## config.mk

```make
export PLATFORM = sky130hd
export DESIGN_NAME = reg_file_mp_flat
export DESIGN_NICKNAME = d
export VERILOG_FILES = /design/src/rtl/regfile_pkg.sv /design/src/rtl/reg_file_mp_if.sv /design/src/rtl/regfile_clr_fsm.sv /design/src/rtl/reg_file_mp.sv /design/src/flat_wrapper.sv
export SDC_FILE = /design/constraint.sdc
export NUM_CORES = 2
export LEC_CHECK = 0
export BUFFER_PORTS_ARGS = -buffer_cell sky130_fd_sc_hd__buf_4
export CORE_MARGIN = 4
export CORE_UTILIZATION = 60
export CTS_CLUSTER_DIAMETER = 150
export CTS_CLUSTER_SIZE = 28
export DETAILED_ROUTE_END_ITERATION = 8
export PLACE_DENSITY_LB_ADDON = 0.15
export SYNTH_ARGS = -nofsm -noshare
export SYNTH_HDL_FRONTEND = slang
export SYNTH_SLANG_ARGS = --single-unit
```

## constraint.sdc

```tcl
create_clock -name clk -period 3.13 [get_ports clk]
set_input_delay 0.7825 -clock clk [delete_from_list [all_inputs] [get_ports clk]]
set_output_delay 0.7825 -clock clk [all_outputs]
set_load 0.02 [all_outputs]
```

## src/rtl/regfile_pkg.sv

```systemverilog
// Shared types, defaults and helpers for the multi-port integer register file.
// Parity storage is compiled in only when REGFILE_PARITY_EN is defined.
package regfile_pkg;

  localparam int XLEN_DEF = 64;
  localparam int NREG_DEF = 32;
  // Widest data word the parity helper accepts; narrower words are zero-extended.
  localparam int PAR_MAXW = 256;

  typedef enum logic {
    IDLE  = 1'b0,
    CLEAR = 1'b1
  } clr_state_e;

  // Even parity: the returned bit makes the total number of ones even.
  function automatic logic even_par(input logic [PAR_MAXW-1:0] d);
    return ^d;
  endfunction

endpackage

```

## src/rtl/reg_file_mp_if.sv

```systemverilog
// Read/write/clear bus of the multi-port register file; decode/writeback side is
// the master, the register file is the slave.
interface reg_file_mp_if #(
  parameter int XLEN = 64,
  parameter int NREG = 32,
  parameter int NRD  = 2,
  parameter int NWR  = 1
) ();
  localparam int AW = $clog2(NREG);

  logic [NRD-1:0]      r_en;
  logic [NRD*AW-1:0]   r_addr;
  logic [NRD*XLEN-1:0] r_data;
  logic [NWR-1:0]      w_en;
  logic [NWR*AW-1:0]   w_addr;
  logic [NWR*XLEN-1:0] w_data;
  logic                clr_req;
  logic                clr_busy;
  logic [NRD-1:0]      par_err;

  modport master (
    output r_en, r_addr, w_en, w_addr, w_data, clr_req,
    input  r_data, clr_busy, par_err
  );

  modport slave (
    input  r_en, r_addr, w_en, w_addr, w_data, clr_req,
    output r_data, clr_busy, par_err
  );
endinterface

```

## src/rtl/regfile_clr_fsm.sv

```systemverilog
// Soft-clear sequencer: walks entries 1..NREG-1, zeroing one per cycle, and
// reports the entry currently being cleared.
module regfile_clr_fsm
  import regfile_pkg::*;
#(
  parameter  int NREG = NREG_DEF,
  localparam int AW   = $clog2(NREG)
) (
  input  logic          clk,
  input  logic          rstn,
  input  logic          clr_req,
  output logic          clr_busy,
  output logic          clr_we,
  output logic [AW-1:0] clr_addr
);

  clr_state_e    state_q;
  logic [AW-1:0] idx_q;

  // NOTE: state is updated with <= only, so every reader sees the pre-edge value.
  always_ff @(posedge clk or negedge rstn) begin
    if (!rstn) begin
      state_q  <= IDLE;
      idx_q    <= '0;
      clr_busy <= 1'b0;
    end else begin
      case (state_q)
        IDLE: begin
          if (clr_req) begin
            state_q  <= CLEAR;
            idx_q    <= AW'(1);
            clr_busy <= 1'b1;
          end
        end
        CLEAR: begin
          // A new request here is ignored; the walk always runs to completion.
          if (idx_q == AW'(NREG - 1)) begin
            state_q  <= IDLE;
            idx_q    <= '0;
            clr_busy <= 1'b0;
          end else begin
            idx_q <= idx_q + AW'(1);
          end
        end
        default: begin
          state_q  <= IDLE;
          idx_q    <= '0;
          clr_busy <= 1'b0;
        end
      endcase
    end
  end

  assign clr_we   = (state_q == CLEAR);
  assign clr_addr = idx_q;

endmodule

```

## src/rtl/reg_file_mp.sv

```systemverilog
// Multi-port integer register file: x0 hardwired to zero, write-first forwarding,
// read-enable hold, soft clear; optional parity under REGFILE_PARITY_EN.
module reg_file_mp
  import regfile_pkg::*;
#(
  parameter  int XLEN = XLEN_DEF,
  parameter  int NREG = NREG_DEF,
  parameter  int NRD  = 2,
  parameter  int NWR  = 1,
  localparam int AW   = $clog2(NREG)
) (
  input logic            clk,
  input logic            rstn,
  reg_file_mp_if.slave   bus
);

  logic [XLEN-1:0]           mem_q [NREG];
  logic [NRD-1:0][XLEN-1:0]  rd_q, rd_d;
  logic [NRD-1:0][AW-1:0]    ra;
  logic [NWR-1:0][AW-1:0]    wa;
  logic [NWR-1:0][XLEN-1:0]  wd;
  logic [NWR-1:0]            w_ok;
  logic [NRD-1:0]            fwd_hit;
  logic                      clr_busy, clr_we;
  logic [AW-1:0]             clr_addr;

  assign ra = bus.r_addr;
  assign wa = bus.w_addr;
  assign wd = bus.w_data;

  regfile_clr_fsm #(.NREG(NREG)) u_clr (
    .clk      (clk),
    .rstn     (rstn),
    .clr_req  (bus.clr_req),
    .clr_busy (clr_busy),
    .clr_we   (clr_we),
    .clr_addr (clr_addr)
  );

  assign bus.clr_busy = clr_busy;

  // A write qualifies unless it targets x0 or an entry the clear has not reached yet.
  always_comb begin
    w_ok = '0;
    for (int k = 0; k < NWR; k++) begin
      w_ok[k] = bus.w_en[k] && (wa[k] != '0) && (!clr_we || (wa[k] <= clr_addr));
    end
  end

`ifdef REGFILE_PARITY_EN
  logic                  par_q [NREG];
  logic [NWR-1:0]        w_par;
  logic [NRD-1:0]        perr_d, perr_q;
  logic [PAR_MAXW-1:0]   ext_w, ext_r;

  always_comb begin
    w_par = '0;
    ext_w = '0;
    for (int k = 0; k < NWR; k++) begin
      ext_w            = '0;
      ext_w[XLEN-1:0]  = wd[k];
      w_par[k]         = even_par(ext_w);
    end
  end
`endif

  // NOTE: every variable gets a default at the top of always_comb so no latch is inferred.
  always_comb begin
    rd_d    = rd_q;
    fwd_hit = '0;
`ifdef REGFILE_PARITY_EN
    perr_d  = '0;
    ext_r   = '0;
`endif
    for (int p = 0; p < NRD; p++) begin
      if (bus.r_en[p]) begin
        if (ra[p] == '0) begin
          rd_d[p] = '0;
        end else begin
          rd_d[p] = mem_q[ra[p]];
          // Ascending scan: the highest-index matching port wins, as on commit.
          for (int k = 0; k < NWR; k++) begin
            if (w_ok[k] && (wa[k] == ra[p])) begin
              rd_d[p]    = wd[k];
              fwd_hit[p] = 1'b1;
            end
          end
`ifdef REGFILE_PARITY_EN
          ext_r           = '0;
          ext_r[XLEN-1:0] = mem_q[ra[p]];
          perr_d[p]       = !fwd_hit[p] && (even_par(ext_r) != par_q[ra[p]]);
`endif
        end
      end
    end
  end

  // NOTE: the array carries an async reset because reset must leave every entry at zero.
  always_ff @(posedge clk or negedge rstn) begin
    if (!rstn) begin
      for (int i = 0; i < NREG; i++) begin
        mem_q[i] <= '0;
`ifdef REGFILE_PARITY_EN
        par_q[i] <= 1'b0;
`endif
      end
    end else begin
      // Clear first so a same-cycle write to the clear index overrides it.
      if (clr_we) begin
        mem_q[clr_addr] <= '0;
`ifdef REGFILE_PARITY_EN
        par_q[clr_addr] <= 1'b0;
`endif
      end
      for (int k = 0; k < NWR; k++) begin
        if (w_ok[k]) begin
          mem_q[wa[k]] <= wd[k];
`ifdef REGFILE_PARITY_EN
          par_q[wa[k]] <= w_par[k];
`endif
        end
      end
    end
  end

  always_ff @(posedge clk or negedge rstn) begin
    if (!rstn) begin
      rd_q <= '0;
    end else begin
      rd_q <= rd_d;
    end
  end

  assign bus.r_data = rd_q;

`ifdef REGFILE_PARITY_EN
  always_ff @(posedge clk or negedge rstn) begin
    if (!rstn) begin
      perr_q <= '0;
    end else begin
      perr_q <= perr_d;
    end
  end

  assign bus.par_err = perr_q;
`else
  assign bus.par_err = '0;
`endif

endmodule

```

## src/flat_wrapper.sv

```systemverilog
// flat-port wrapper written by rule: the top's interface ports become plain ports
module reg_file_mp_flat import regfile_pkg::*;
#(
  parameter  int XLEN = XLEN_DEF,
  parameter  int NREG = NREG_DEF,
  parameter  int NRD  = 2,
  parameter  int NWR  = 1,
  localparam int AW   = $clog2(NREG)
)
  (clk, rstn, bus_r_en, bus_r_addr, bus_w_en, bus_w_addr, bus_w_data, bus_clr_req, bus_r_data, bus_clr_busy, bus_par_err);
  reg_file_mp_if #(.XLEN(XLEN), .NREG(NREG), .NRD(NRD), .NWR(NWR)) bus_i ();
  input logic clk;
  input logic rstn;
  input wire logic [$bits(bus_i.r_en)-1:0] bus_r_en;
  input wire logic [$bits(bus_i.r_addr)-1:0] bus_r_addr;
  input wire logic [$bits(bus_i.w_en)-1:0] bus_w_en;
  input wire logic [$bits(bus_i.w_addr)-1:0] bus_w_addr;
  input wire logic [$bits(bus_i.w_data)-1:0] bus_w_data;
  input wire logic [$bits(bus_i.clr_req)-1:0] bus_clr_req;
  output wire logic [$bits(bus_i.r_data)-1:0] bus_r_data;
  output wire logic [$bits(bus_i.clr_busy)-1:0] bus_clr_busy;
  output wire logic [$bits(bus_i.par_err)-1:0] bus_par_err;
  assign bus_i.r_en = bus_r_en;
  assign bus_i.r_addr = bus_r_addr;
  assign bus_i.w_en = bus_w_en;
  assign bus_i.w_addr = bus_w_addr;
  assign bus_i.w_data = bus_w_data;
  assign bus_i.clr_req = bus_clr_req;
  assign bus_r_data = bus_i.r_data;
  assign bus_clr_busy = bus_i.clr_busy;
  assign bus_par_err = bus_i.par_err;
  reg_file_mp #(.XLEN(XLEN), .NREG(NREG), .NRD(NRD), .NWR(NWR)) u_core (.clk(clk), .rstn(rstn), .bus(bus_i));
endmodule
```

==> summary.md <==
| Metric | Value |
|---|---|
| Status | finished, final reports clean |
| CTS tree | done |
| CP Buf/Inv Count | 5 |
| Number of global-route vias before repair | between 90000 and 100k |
| DR vias/cell | 7.35 |
| Initial Utilization | 60.4% |
| Slew margin rel. | between 3 and 4% |
| First-pass GRT wire length | 639 mm |
| Arrival time at the worst endpoint | 3570 ps |
| R2r setup slk | 270 ps |
| CP Launch Type | flip-flop |
| Cells after Synth | ~9700 |
| Hold Buf Count CTS | 1 |
| Clock transition at the registers of the reported paths | 110 ps |
| Yosys warning total | 0 |
| Power per cell area | about 760 nW/µm² |
| Total number of vias | 91300 |
| Post_cts resized | 0 |
| Most common cell in the synthesized netlist | nand2_1 |
| Slew @ Worst Pin | 1440 ps |
| FF-to-FF Start | u_core.u_clr.clr_addr[4] |
| Req. time, crit path | 3840 ps |
| DP HPWL | 281 mm |
| Site row count | 164 |
| Initial antenna violation count | 18 |
| Hold Crit Start | bus_clr_req |
| Share of layout cells above drive strength 1 | about a quarter |
| Top FF cell, synth | dfrtp_1 |
| Path depth of the worst reg2reg path | 11 |
| 1st-pass router iterations | 8 |
| Wirelength, routed | 435 mm |
| Period minus WS final | 2860 ps |
| GR peak layer | met2 |
| Fin util | 66.6% |
| Synth Register Bits | 2183 |
| Die Y | 456 µm |
| Async set or reset register ratio after synthesis | 100% |
| Clock sink total | 2183 |
| Worst Hold End | u_core.u_clr.clr_addr[4] |
| CP top delay family | buffers and inverters |
| CP max FO | 28 |
| Fmax achieved | 350 MHz |
| P_leak | 68.1 nW |
| Avg WL per Cell | 35.0 µm |
| Area leader, netlist | dfrtp_1 |
| Cells after DPL | 12300 |
| Final count of pins violating max slew | 0 |
| Nets@finish | 9850 |
| Postcts setup bufs | 0 |
| GPL Wtd Cong | roughly 0.95 |
| Seq/Total Area, Yosys | 45.3% |
| Number of flops mapped to enable cells by yosys | 0 |
| Cell breakdown of the critical path | inv_1 -> ha_1 -> nand2_1 -> a211oi_1 -> buf_4 -> o41ai_4 -> buf_12 -> buf_4 -> and3b_4 -> buf_12 -> mux2i_1 |
| Core area | about 200000 µm² |
| Filler Cells Inserted | about 15000 |
| FF-to-FF End | u_core.mem_q[1620] |
| Synth top area share | 45.3% |
| Crit Path Class | reg -> reg |
| All-Layer GR Usage | 41.6% |
| RSZ-0062 raised after global routing | false |
| Met2 usage | 62.5% |
| Post-synthesis cell area | 121000 µm² |
| Num CTS Buffers | just under 90 |
| Final Setup Violations | 0 |
| Area Overhead vs Synth | 10.2% |
| DIE WIDTH | 456 µm |
| Hold WC Path Type | in -> reg |
| Max_cap viols | 0 |
| Die area | 208000 µm² |
| Synth top area cells | dfrtp_1 (45%), mux4_2 (19%), mux2i_1 (17%) |
| Tcrit/Tclk final | between 90 and 100% |
| Final Hold Violating Endpoints | 0 |
| CP max stage cell | dfrtp_1 |
| 1st-iter DRT viols | 12500 |
| Maximum buffer depth of the clock tree | 3 |
| Boundary Pins | roughly 220 |
| Crit path capture type | flip-flop |
| Mean Syn Cell Area | 12.4 µm² |
| Worst-skew pair later-pin latency | 830 ps |
| Peak supply drop | around 0.65 mV |
| Number of H-tree levels | 3 |
| Met1 usage | 53.5% |
| Commonest cells in the netlist | nand2_1 (2285), dfrtp_1 (2183), mux2i_1 (2003) |
| Unique cell type count in the Yosys netlist | 48 |
| Final antenna-violating net count | 0 |
| Worst-case clock skew | approximately 65 ps |
| DRC violations left | 0 |
| Met3 global-route usage | 11.6% |
| Largest net degree at the start of global routing | between 100 and 150 |
| Buffers on Ports | 213 |
| Root Buffer | clkbuf_16 |
| Crit-path max cell delay | 450 ps |
| Hold depth | 2 |
| Non-Filler Instances | 12400 |
| GR Overflow Total | 0 |
-- where the power goes --
group          switching [mW]  total, mW  internal, mW
Combinational            17.5       37.1          19.5
Clock                    9.20       14.2          5.05
Sequential               9.92       50.3          40.4
Total                    36.7        102          64.9
-- cell usage in the layout (no fill, tap or decap), types with 3 or more instances in the layout --
master / Yosys / routed
nand2_1: 2285 / 2249
dfrtp_1: 2183 / 2183
mux2i_1: 2003 / 2003
mux4_2: 1016 / 1016
buf_4: 192 / 686
buf_12: 0 / 317
o22ai_1: 253 / 253
nor2b_1: 139 / 137
a41oi_1: 127 / 127
mux2_2: 126 / 126
a221oi_1: 126 / 126
clkbuf_16: 0 / 87
inv_1: 74 / 74
and2_1: 69 / 69
o41ai_2: 68 / 68
o41ai_1: 58 / 58
nand2_4: 0 / 36
nand4b_1: 16 / 16
nor2_1: 17 / 15
nand4_1: 14 / 14
ha_1: 10 / 10
diode_2: 0 / 9
nand3_1: 8 / 8
and3b_4: 0 / 7
xnor2_1: 6 / 6
and3_1: 5 / 5
nor3b_1: 4 / 4
o21ai_0: 4 / 4
o31ai_1: 4 / 4
xor2_1: 4 / 4
buf_8: 0 / 4
a22oi_1: 3 / 3
-- worst register-to-register path, cell delays in order (launching register included) --
cell and delay, ps:
dfrtp_1 450, inv_1 110, ha_1 310, nand2_1 100
a211oi_1 50, buf_4 140, o41ai_4 300, buf_12 230
buf_4 150, and3b_4 310, buf_12 260, mux2i_1 330
-- area by class of cell --
cell class                      count  area (µm²)  share of cell area (%)
Antenna cell                        9        22.5                  0.0169
Clock buffer                       88        2180                    1.64
Clock inverter                      1        8.76                 0.00658
Inverter                           74         278                   0.209
Multi-Input combinational cell   6400       61000                    45.8
Sequential cell                  2183       54600                    41.1
Tap cell                         2656        3320                    2.50
Timing Repair Buffer             1009       11600                    8.72
-- how the worst max path moves through the flow --
stage	start	to	slack, ps	depth (start not counted)
floorplan	bus_w_addr[0]	u_core.mem_q[100]	260	11
global placement	bus_r_addr[5]	u_core.bus.r_data[123]	-240	8
detailed placement	bus_r_addr[5]	u_core.bus.r_data[123]	-250	8
CTS	u_core.u_clr.clr_addr[4]	u_core.mem_q[1628]	330	11
global route	u_core.u_clr.clr_addr[2]	u_core.mem_q[1624]	150	11
finish	u_core.u_clr.clr_addr[4]	u_core.mem_q[1620]	270	11
-- metal layers --
metal  wire (µm)  vias up
met5         150        -
met4       35700       10
met3       50800     1839
met2      195000     6725
met1      154000    47300
li1            -    35400
-- kinds of logic after synthesis --
family	after synthesis	synth area share, %
other	1	0.00311
DFF	2183	45.3
muxes	3145	36.8
AOI/OAI and AO/OA	655	4.64
and+or+nand+nor	2578	8.65
adders and majority gates	10	0.104
xor gates and xnor gates	10	0.0726
buffers and inverters	1125	4.50
-- state kept, by name (all words and copies together) (netlist names) --
signal and cells:
u_core.mem_q 2048, u_core.bus.r_data 128, u_core.u_clr.clr_we 1, u_core.u_clr.clr_busy 1, u_core.u_clr.clr_addr 5
-- through the flow --
step / setup TNS, ps / hold slack (ps) / worst slack, ps / instance area (µm²) / total power, mW
after global placement: -3690 / 482 / -245 / 131000 / 83.9
final: 0 / 175 / 269 / 133000 / 102
after detailed placement: -1980 / 489 / -253 / 131000 / 86.8
after global routing: 0 / 189 / 147 / 133000 / 107
after CTS: 0 / 163 / 331 / 133000 / 101
after floorplan: 0 / 467 / 261 / 121000 / 73.2
Power figures use the tool's default switching activity.
